$ cat src/rtl/fadd_align_kgp.sv
// rtl/fadd_align_kgp.sv - FADD front end: unpack, magnitude order, align with GRS, emit kgp codes
// Sideband (sign/exp/eff_sub/special) is delayed to line up with the downstream prefix-tree output.
module fadd_align_kgp #(
  parameter int SB_DELAY = 4
) (
  input  logic        clk,
  input  logic        reset,
  input  logic        in_valid,
  input  logic [31:0] a,
  input  logic [31:0] b,
  input  logic        sub,
  output logic        out_valid,
  output logic [63:0] kgp,
  output logic        sb_valid,
  output logic        sb_sign,
  output logic [7:0]  sb_exp,
  output logic        sb_eff_sub,
  output logic [1:0]  sb_special
);

  localparam logic [1:0] SP_NORMAL = 2'b00;
  localparam logic [1:0] SP_ZERO   = 2'b01;
  localparam logic [1:0] SP_INF    = 2'b10;
  localparam logic [1:0] SP_NAN    = 2'b11;

  // Stage 0: unpack and order by magnitude
  logic        sign_a, sign_b;
  logic [7:0]  exp_a, exp_b, eff_exp_a, eff_exp_b;
  logic [23:0] mant_a, mant_b;
  logic        a_ge_b, eff_sub_c;
  logic        nan_a, nan_b, inf_a, inf_b, zero_a, zero_b, mag_eq;

  assign sign_a    = a[31];
  assign sign_b    = b[31] ^ sub;
  assign exp_a     = a[30:23];
  assign exp_b     = b[30:23];
  assign eff_exp_a = (exp_a == 8'd0) ? 8'd1 : exp_a;
  assign eff_exp_b = (exp_b == 8'd0) ? 8'd1 : exp_b;
  assign mant_a    = {exp_a != 8'd0, a[22:0]};
  assign mant_b    = {exp_b != 8'd0, b[22:0]};
  assign a_ge_b    = a[30:0] >= b[30:0];
  assign eff_sub_c = sign_a ^ sign_b;
  assign nan_a     = (&exp_a) & (|a[22:0]);
  assign nan_b     = (&exp_b) & (|b[22:0]);
  assign inf_a     = (&exp_a) & ~(|a[22:0]);
  assign inf_b     = (&exp_b) & ~(|b[22:0]);
  assign zero_a    = ~(|a[30:0]);
  assign zero_b    = ~(|b[30:0]);
  assign mag_eq    = a[30:0] == b[30:0];

  logic [23:0] s1_mant_x_d, s1_mant_y_d;
  logic [7:0]  s1_d_d, s1_exp_d;
  logic        s1_sign_d;
  logic [1:0]  s1_special_d;

  always_comb begin
    s1_mant_x_d  = a_ge_b ? mant_a : mant_b;
    s1_mant_y_d  = a_ge_b ? mant_b : mant_a;
    s1_d_d       = a_ge_b ? (eff_exp_a - eff_exp_b) : (eff_exp_b - eff_exp_a);
    s1_exp_d     = a_ge_b ? exp_a : exp_b;
    s1_sign_d    = a_ge_b ? sign_a : sign_b;
    s1_special_d = SP_NORMAL;
    if (nan_a || nan_b || (inf_a && inf_b && eff_sub_c)) begin
      s1_special_d = SP_NAN;
    end else if (inf_a || inf_b) begin
      s1_special_d = SP_INF;
      s1_sign_d    = inf_a ? sign_a : sign_b;
    end else if ((mag_eq && eff_sub_c) || (zero_a && zero_b)) begin
      s1_special_d = SP_ZERO;
      s1_sign_d    = sign_a & sign_b & zero_a & zero_b;
    end
  end

  logic        s1_valid_q, s1_eff_sub_q, s1_sign_q;
  logic [23:0] s1_mant_x_q, s1_mant_y_q;
  logic [7:0]  s1_d_q, s1_exp_q;
  logic [1:0]  s1_special_q;

  always_ff @(posedge clk) begin
    if (reset) begin
      s1_valid_q   <= 1'b0;
      s1_mant_x_q  <= '0;
      s1_mant_y_q  <= '0;
      s1_d_q       <= '0;
      s1_exp_q     <= '0;
      s1_sign_q    <= 1'b0;
      s1_eff_sub_q <= 1'b0;
      s1_special_q <= '0;
    end else begin
      s1_valid_q <= in_valid;
      if (in_valid) begin
        s1_mant_x_q  <= s1_mant_x_d;
        s1_mant_y_q  <= s1_mant_y_d;
        s1_d_q       <= s1_d_d;
        s1_exp_q     <= s1_exp_d;
        s1_sign_q    <= s1_sign_d;
        s1_eff_sub_q <= eff_sub_c;
        s1_special_q <= s1_special_d;
      end
    end
  end

  // Stage 1 -> 2: align Y with sticky, invert on subtract, encode kgp
  logic [26:0] ext_x, ext_y, y_al, y_op, lost_mask;
  logic [63:0] kgp_d;

  assign ext_x = {s1_mant_x_q, 3'b000};
  assign ext_y = {s1_mant_y_q, 3'b000};

  always_comb begin
    lost_mask = '0;
    if (s1_d_q >= 8'd27) begin
      y_al = {26'd0, |s1_mant_y_q};
    end else begin
      lost_mask = (27'd1 << s1_d_q[4:0]) - 27'd1;
      y_al      = (ext_y >> s1_d_q[4:0]) | {26'd0, |(ext_y & lost_mask)};
    end
    y_op = s1_eff_sub_q ? ~y_al : y_al;
    kgp_d        = '0;
    kgp_d[1:0]   = {s1_eff_sub_q, s1_eff_sub_q};
    for (int i = 0; i < 27; i++) begin
      kgp_d[2*i+2 +: 2] = {ext_x[i] & y_op[i], ext_x[i] | y_op[i]};
    end
    for (int p = 28; p < 32; p++) begin
      kgp_d[2*p +: 2] = {1'b0, s1_eff_sub_q};
    end
  end

  logic        out_valid_q;
  logic [63:0] kgp_q;
  logic [12:0] sb_d;
  logic [12:0] sb_q [0:SB_DELAY];

  assign sb_d = {s1_valid_q,
                 s1_valid_q ? {s1_sign_q, s1_exp_q, s1_eff_sub_q, s1_special_q} : sb_q[0][11:0]};

  always_ff @(posedge clk) begin
    if (reset) begin
      out_valid_q <= 1'b0;
      kgp_q       <= '0;
      for (int k = 0; k <= SB_DELAY; k++) sb_q[k] <= '0;
    end else begin
      out_valid_q <= s1_valid_q;
      if (s1_valid_q) kgp_q <= kgp_d;
      sb_q[0] <= sb_d;
      for (int k = 1; k <= SB_DELAY; k++) sb_q[k] <= sb_q[k-1];
    end
  end

  assign out_valid  = out_valid_q;
  assign kgp        = kgp_q;
  assign sb_valid   = sb_q[SB_DELAY][12];
  assign sb_sign    = sb_q[SB_DELAY][11];
  assign sb_exp     = sb_q[SB_DELAY][10:3];
  assign sb_eff_sub = sb_q[SB_DELAY][2];
  assign sb_special = sb_q[SB_DELAY][1:0];

endmodule

$ cat config.mk
export PLATFORM = sky130hd
export DESIGN_NAME = fadd_align_kgp
export DESIGN_NICKNAME = d
export VERILOG_FILES = /design/src/rtl/fadd_align_kgp.sv
export SDC_FILE = /design/constraint.sdc
export NUM_CORES = 1
export LEC_CHECK = 0
export ABC_AREA = 1
export BUFFER_PORTS_ARGS = -buffer_cell sky130_fd_sc_hd__buf_2
export CAP_MARGIN = 15
export CORE_MARGIN = 2
export CORE_UTILIZATION = 50
export CTS_CLUSTER_SIZE = 16
export DETAILED_ROUTE_END_ITERATION = 10
export PLACE_DENSITY = 0.71
export SLEW_MARGIN = 20
export SYNTH_ARGS = -nofsm -noshare
export SYNTH_HDL_FRONTEND = slang
export SYNTH_SLANG_ARGS = --single-unit
export TNS_END_PERCENT = 10
$ cat constraint.sdc
create_clock -name clk -period 3.4 [get_ports clk]
set_clock_uncertainty 0.2 [all_clocks]
set_input_delay 0.34 -clock clk [delete_from_list [all_inputs] [get_ports clk]]
set_output_delay 0.34 -clock clk [all_outputs]
set_load 0.02 [all_outputs]
# --- Word level (Yosys, flattened, before mapping) ---
# Memory sizes are Yosys's and may differ from the RTL's.
# Cells that the tools add are included.
op_classes:
  addsub: 3
  multipliers: 0
  div_mod_pow: 0
  order_cmp: 2
  n_eq_ne: 1
  shifts: 2
  n_mux: 25
  bitwise_logic: 69
  reduce_logical: 20
op_table:
  columns: ["op", "n"]
  rows:
  - ["$mux 13", 5]
  - ["$reduce_or 31->1", 2]
  - ["$mux 27", 2]
  - ["$mux 24", 2]
  - ["$reduce_or 23->1", 2]
  - ["$mux 8", 4]
  - ["$and 1x1->1", 31]
  - ["$eq 31x31->1", 1]
  - ["$ge 31x31->1", 1]
  - ["$or 1x1->1", 29]
  - ["$and 27x27->27", 1]
  - ["$not 27->27", 1]
  - ["$or 27x1->27", 1]
  - ["$reduce_or 27->1", 1]
  - ["$shl 1x5->27 const A", 1]
  - ["$shr 27x5->27", 1]
  - ["$sub 27x1->27 const B", 1]
  - ["$reduce_or 24->1", 1]
  - ["$logic_not 8->1", 2]
  - ["$reduce_and 8->1", 2]
  - ["$reduce_bool 8->1", 2]
  - ["$sub 8x8->8", 2]
  - ["$mux 12", 1]
  - ["$mux 1", 9]
  - ["other kinds (6)", 17]
totals:
  regBits: 124
  latch_bits: 0
  ram_bits: 65
  mem_bits_ro: 0
  in_bits: 68
  output_inout_bits: 78
  wordCells: 133
  n_memories: 1
memory_table:
  columns: ["name", "words", "width", "rd", "rd_ports_with_merged_regs", "write_ports", "line", "rtl"]
  rows:
  - ["sb_q", 5, 13, 5, 0, 5, "132", "logic [12:0] sb_q [0:SB_DELAY];"]

# --- Longest topological paths before layout ---
depth:
  depth_word: 9
  mapped_depth: 17
  ltp_nobuf: 17

# --- Worst setup path before layout ---
# No wires, ideal clock.
synth_path:
  path_kind: "input-to-reg"
  startpoint: "in a[24]"
  endpoint: "reg s1_d_q[6]"
  setup_ps: 56
  arrival_ps: 2265
  required_ps: 3144
  setup_slack_ps: 880
  cell_stages: 14
  path_buffers: 0
  cell_sequence: "inv_1 > nand4_1 > nor2_1 > nor2_1 > ha_1 > fa_1 > o31ai_1 > nand3_1 > nand2_1 > xor2_1 > nand2_1 > nand3_1 > nand2_1 > inv_1"
synth_via:
  elab_chain_cells: 4
  elab_cells_between_ends: 6
  classes_between: "2 x add/sub; 1 x order compare; 2 x mux; 1 x reduce/logical"
synth_rtl:
  columns: ["element", "line", "rtl"]
  rows:
  - ["from (decl)", "9", "input logic [31:0] a,"]
  - ["$logic_not 8->1", "37", "assign eff_exp_a = (exp_a == 8'd0) ? 8'd1 : exp_a;"]
  - ["$mux 8", "37", null]
  - ["$sub 8x8->8", "59", "s1_d_d = a_ge_b ? (eff_exp_a - eff_exp_b) : (eff_exp_b - eff_exp_a);"]
  - ["$mux 8 *", "59", null]
  - ["to (signal assigned)", "84", "s1_d_q <= '0;"]
  - ["to (signal assigned)", "94", "s1_d_q <= s1_d_d;"]
  - ["to (decl)", "76", "logic [7:0] s1_d_q, s1_exp_q;"]
# Mark *: on every way between the ends. The rest lies on a longest branch, timed or not.
# A chain may end at the register's enable or synchronous reset.

# --- Worst setup path in the final report ---
layout_path:
  startpoint: "reg s1_d_q[1]"
  endpoint: "reg kgp_q[47] (netlist: kgp[47])"
layout_via:
  elab_chain_cells: 6
  elab_cells_between_ends: 7
  classes_between: "1 x order compare; 1 x shift; 2 x mux; 3 x bitwise"
layout_rtl:
  columns: ["element", "line", "rtl"]
  rows:
  - ["$shr 27x5->27", "116", "y_al = (ext_y >> s1_d_q[4:0]) | {26'd0, |(ext_y & lost_mask)};"]
  - ["$or 27x1->27", "116", null]
  - ["$mux 27 *", "112", "if (s1_d_q >= 8'd27) begin"]
  - ["$not 27->27", "118", "y_op = s1_eff_sub_q ? ~y_al : y_al;"]
  - ["$mux 27 *", "118", null]
  - ["$and 1x1->1 *", "122", "kgp_d[2*i+2 +: 2] = {ext_x[i] & y_op[i], ext_x[i] | y_op[i]};"]
  - ["to (signal assigned)", "144", "if (s1_valid_q) kgp_q <= kgp_d;"]
  - ["to (decl)", "130", "logic [63:0] kgp_q;"]
# Marks and branches as above.

==> reports/results.ini <==
[setup_path]
path_cells=inv_1, o21ai_1, o21ai_0, nand2_1, o21ai_0, nand4_1, a21oi_1
reg2reg_depth=7
r2r_slack_ns=0.62
rr_endpoint=kgp[47]
crit_arrival_ns=2.95
cp.required_ns=3.57
cp_slowest_cell=o21ai_0
r2r-start=s1_d_q[1]
worstSetupStartpoint=s1_d_q[1]
cp_common_cell=o21ai_0
path_class=reg -> reg
critPathLaunchType=flip-flop
slowest_delay_ns=0.61
crit_path_end_kind=flip-flop
endpoint=kgp[47]
path_max_fanout=20

[cts]
tritoncts=yes
clkLatencyLatePin_ns=0.44
htreeDepth=4
postCtsHoldBufs=0
root_buffer=clkbuf_16
path_clk_slew_ns=0.07
cts.sinks=185
ctsResizeCount=0
cts_buffer_depth=2
cts_buffers=17
postCtsSetupBuffers=0

[yosys]
synth_ff_type=dfxtp_1
yosys.area_share.simple_pct=33.1
synth_compound_area_share_pct=13.3
synthCells=1744
synth_mux_area_share_pct=0.361
ys_seq_area_share_pct=33.4
synth_area_mm2=0.0111
synth_top_family_by_area=simple AND/OR/NAND/NOR gates
synth_top_cell_by_area=dfxtp_1
synth_seq_cells=185
yosys_warnings=0
yosysUniqueCellTypes=41
synthArstFlopShare_pct=0
synth_xor_area_share_pct=1.50
synth-edff-count=0
synthAdderAreaFrac_pct=5.56
synth.area.top_cells=dfxtp_1 (33%), nand2_1 (16%), inv_1 (7.3%), nand3_1 (6.4%), a21oi_1 (6.1%)
avgSynthCellArea_um2=6.35
synth_top_area_share_pct=33.4

[global_route]
grt_pass1_vias=9885
overflow=0
antenna_found_initial=0
grt_start_max_net_pins=92
track_usage_pct=27.4
grt_pass1_wl_um=52200

[final_layout]
instances_no_fill=2101
areaGrowthSynthToFinish_pct=11.7
layout_common_cells=nand2_1 (467), inv_1 (216), dfxtp_1 (184)
fin_nets=1923
final_common_cell=nand2_1
drive_above_1_share_pct=12.0

[sta]
worst_slew_pin_slew_ns=0.870
finalHoldViolations=0
min_period_over_period_pct=81.7
fmax_mhz=360
fin_tns_setup_ns=0
period_needed_ns=2.78
slew_violations=0
setup_violations=0
slew_headroom_pct=41.8
rsz0062_at_grt=no

[place]
dp_cells=2068
port_buffers=138
gp_congestion=0.990
hpwl_um=24500

[floorplan]
die_h_um=153
die_w_um=153
die_area_mm2=0.0234
num_rows=54
core_mm2=0.0218
initial_core_util_pct=50.9
io_pins=146

[route]
drc_errors=0
drt_iter0_drc=963
antenna_left=0
vias=11200
via_per_inst=5.31
firstDrtPassIters=5
wl_per_cell_um=15.2
finalWirelength_um=32000

[pwr]
max-vdd-ir-drop_v=0.000314
power_mw=5.85
power.leakage_nw=6.05
p_per_area_mw_per_mm2=472

[job]
cap_violations=0

[hold_path]
hp-class=in -> reg
hp-start=a[31]

[outcome]
outcome=complete, no violations

worst max-delay path: cells and delay by family, from the launching register on:
| family | cells | cell delay [ns] |
|---|---|---|
| simple gates | 2 | 0.37 |
| flops | 1 | 0.31 |
| compound gates | 4 | 1.29 |
| buf+inv | 1 | 0.53 |
power by group:
part	switching [mW]	total [mW]	internal [mW]	leakage, nW
logic	0.992	1.46	0.464	4.24
registers	0.104	2.39	2.29	1.52
clock network	0.983	2.00	1.02	0.296
total	2.08	5.85	3.77	6.05
cell families after synthesis:
| group | after synthesis |
|---|---|
| muxes | 4 |
| buffers and inverters | 344 |
| other | 1 |
| adders and majority gates | 48 |
| AOI/OAI and AO/OA | 270 |
| and+or+nand+nor | 873 |
| DFF | 185 |
| xor gates and xnor gates | 19 |
cells in the mapped netlist, drive strengths merged, types with 15 or more instances:
cell type	count
a21oi	135
buf	52
clkbuf	67
dfxtp	185
ha	46
inv	223
nand2	470
nand3	143
nand4	48
nor2	179
o211ai	20
o21ai	90
or2	19
xor2	15
sequential cells by signal, indices dropped and copies added, names as in the netlist:
| name | flops |
|---|---|
| sb_q | 63 |
| kgp | 52 |
| s1_mant_x_q | 24 |
| s1_mant_y_q | 24 |
| s1_d_q | 8 |
| s1_exp_q | 8 |
| s1_special_q | 2 |
| out_valid | 1 |
| s1_eff_sub_q | 1 |
| s1_sign_q | 1 |
| s1_valid_q | 1 |
through the flow:
| step | setup slack, ns | utilization [%] | hold slack, ns | area, um^2 |
|---|---|---|---|---|
| after floorplan | 0.880 | - | 0.188 | 11100 |
| after global placement | 0.534 | 54.1 | 0.189 | 11800 |
| after detailed placement | 0.458 | 54.1 | 0.192 | 11800 |
| after CTS | 0.748 | 56.9 | 0.0771 | 12400 |
| after global routing | 0.512 | 56.9 | 0.142 | 12400 |
| final | 0.621 | 56.9 | 0.104 | 12400 |
routing by layer:
| layer | up-vias | global-route usage (%) | part of all wire (%) | wire [um] |
|---|---|---|---|---|
| li1 | 5680 | - | - | - |
| met1 | 5033 | 40.8 | 48 | 15500 |
| met2 | 402 | 41.7 | 43 | 13700 |
| met3 | 37 | 3.63 | 6.8 | 2170 |
| met4 | 0 | 7.80 | 1.9 | 619 |
| met5 | - | 0 | 0 | 0 |
final cells by class:
class                           instances  area, um^2
Sequential cell                       185        3700
Multi-Input combinational cell       1221        6000
Inverter                              225         845
Clock inverter                         14         168
Tap cell                              280         350
Timing Repair Buffer                  157         873
Antenna cell                            1        2.50
Fill cell                            2217        9380
Clock buffer                           18         439
worst min-delay path by stage:
| stage | endpoint | slack, ns | cells past startpoint |
|---|---|---|---|
| 6_report | s1_sign_q | 0.10 | 5 |
| 5_1_grt | s1_mant_x_q[8] | 0.14 | 5 |
| 4_1_cts | s1_sign_q | 0.08 | 5 |
| 3_5_place_dp | sb_q[4][9] | 0.19 | 2 |
| 3_3_place_gp | sb_q[2][7] | 0.19 | 2 |
| 2_1_floorplan | sb_q[2][0] | 0.19 | 2 |
Note: power is estimated with default switching activity, not from simulation.
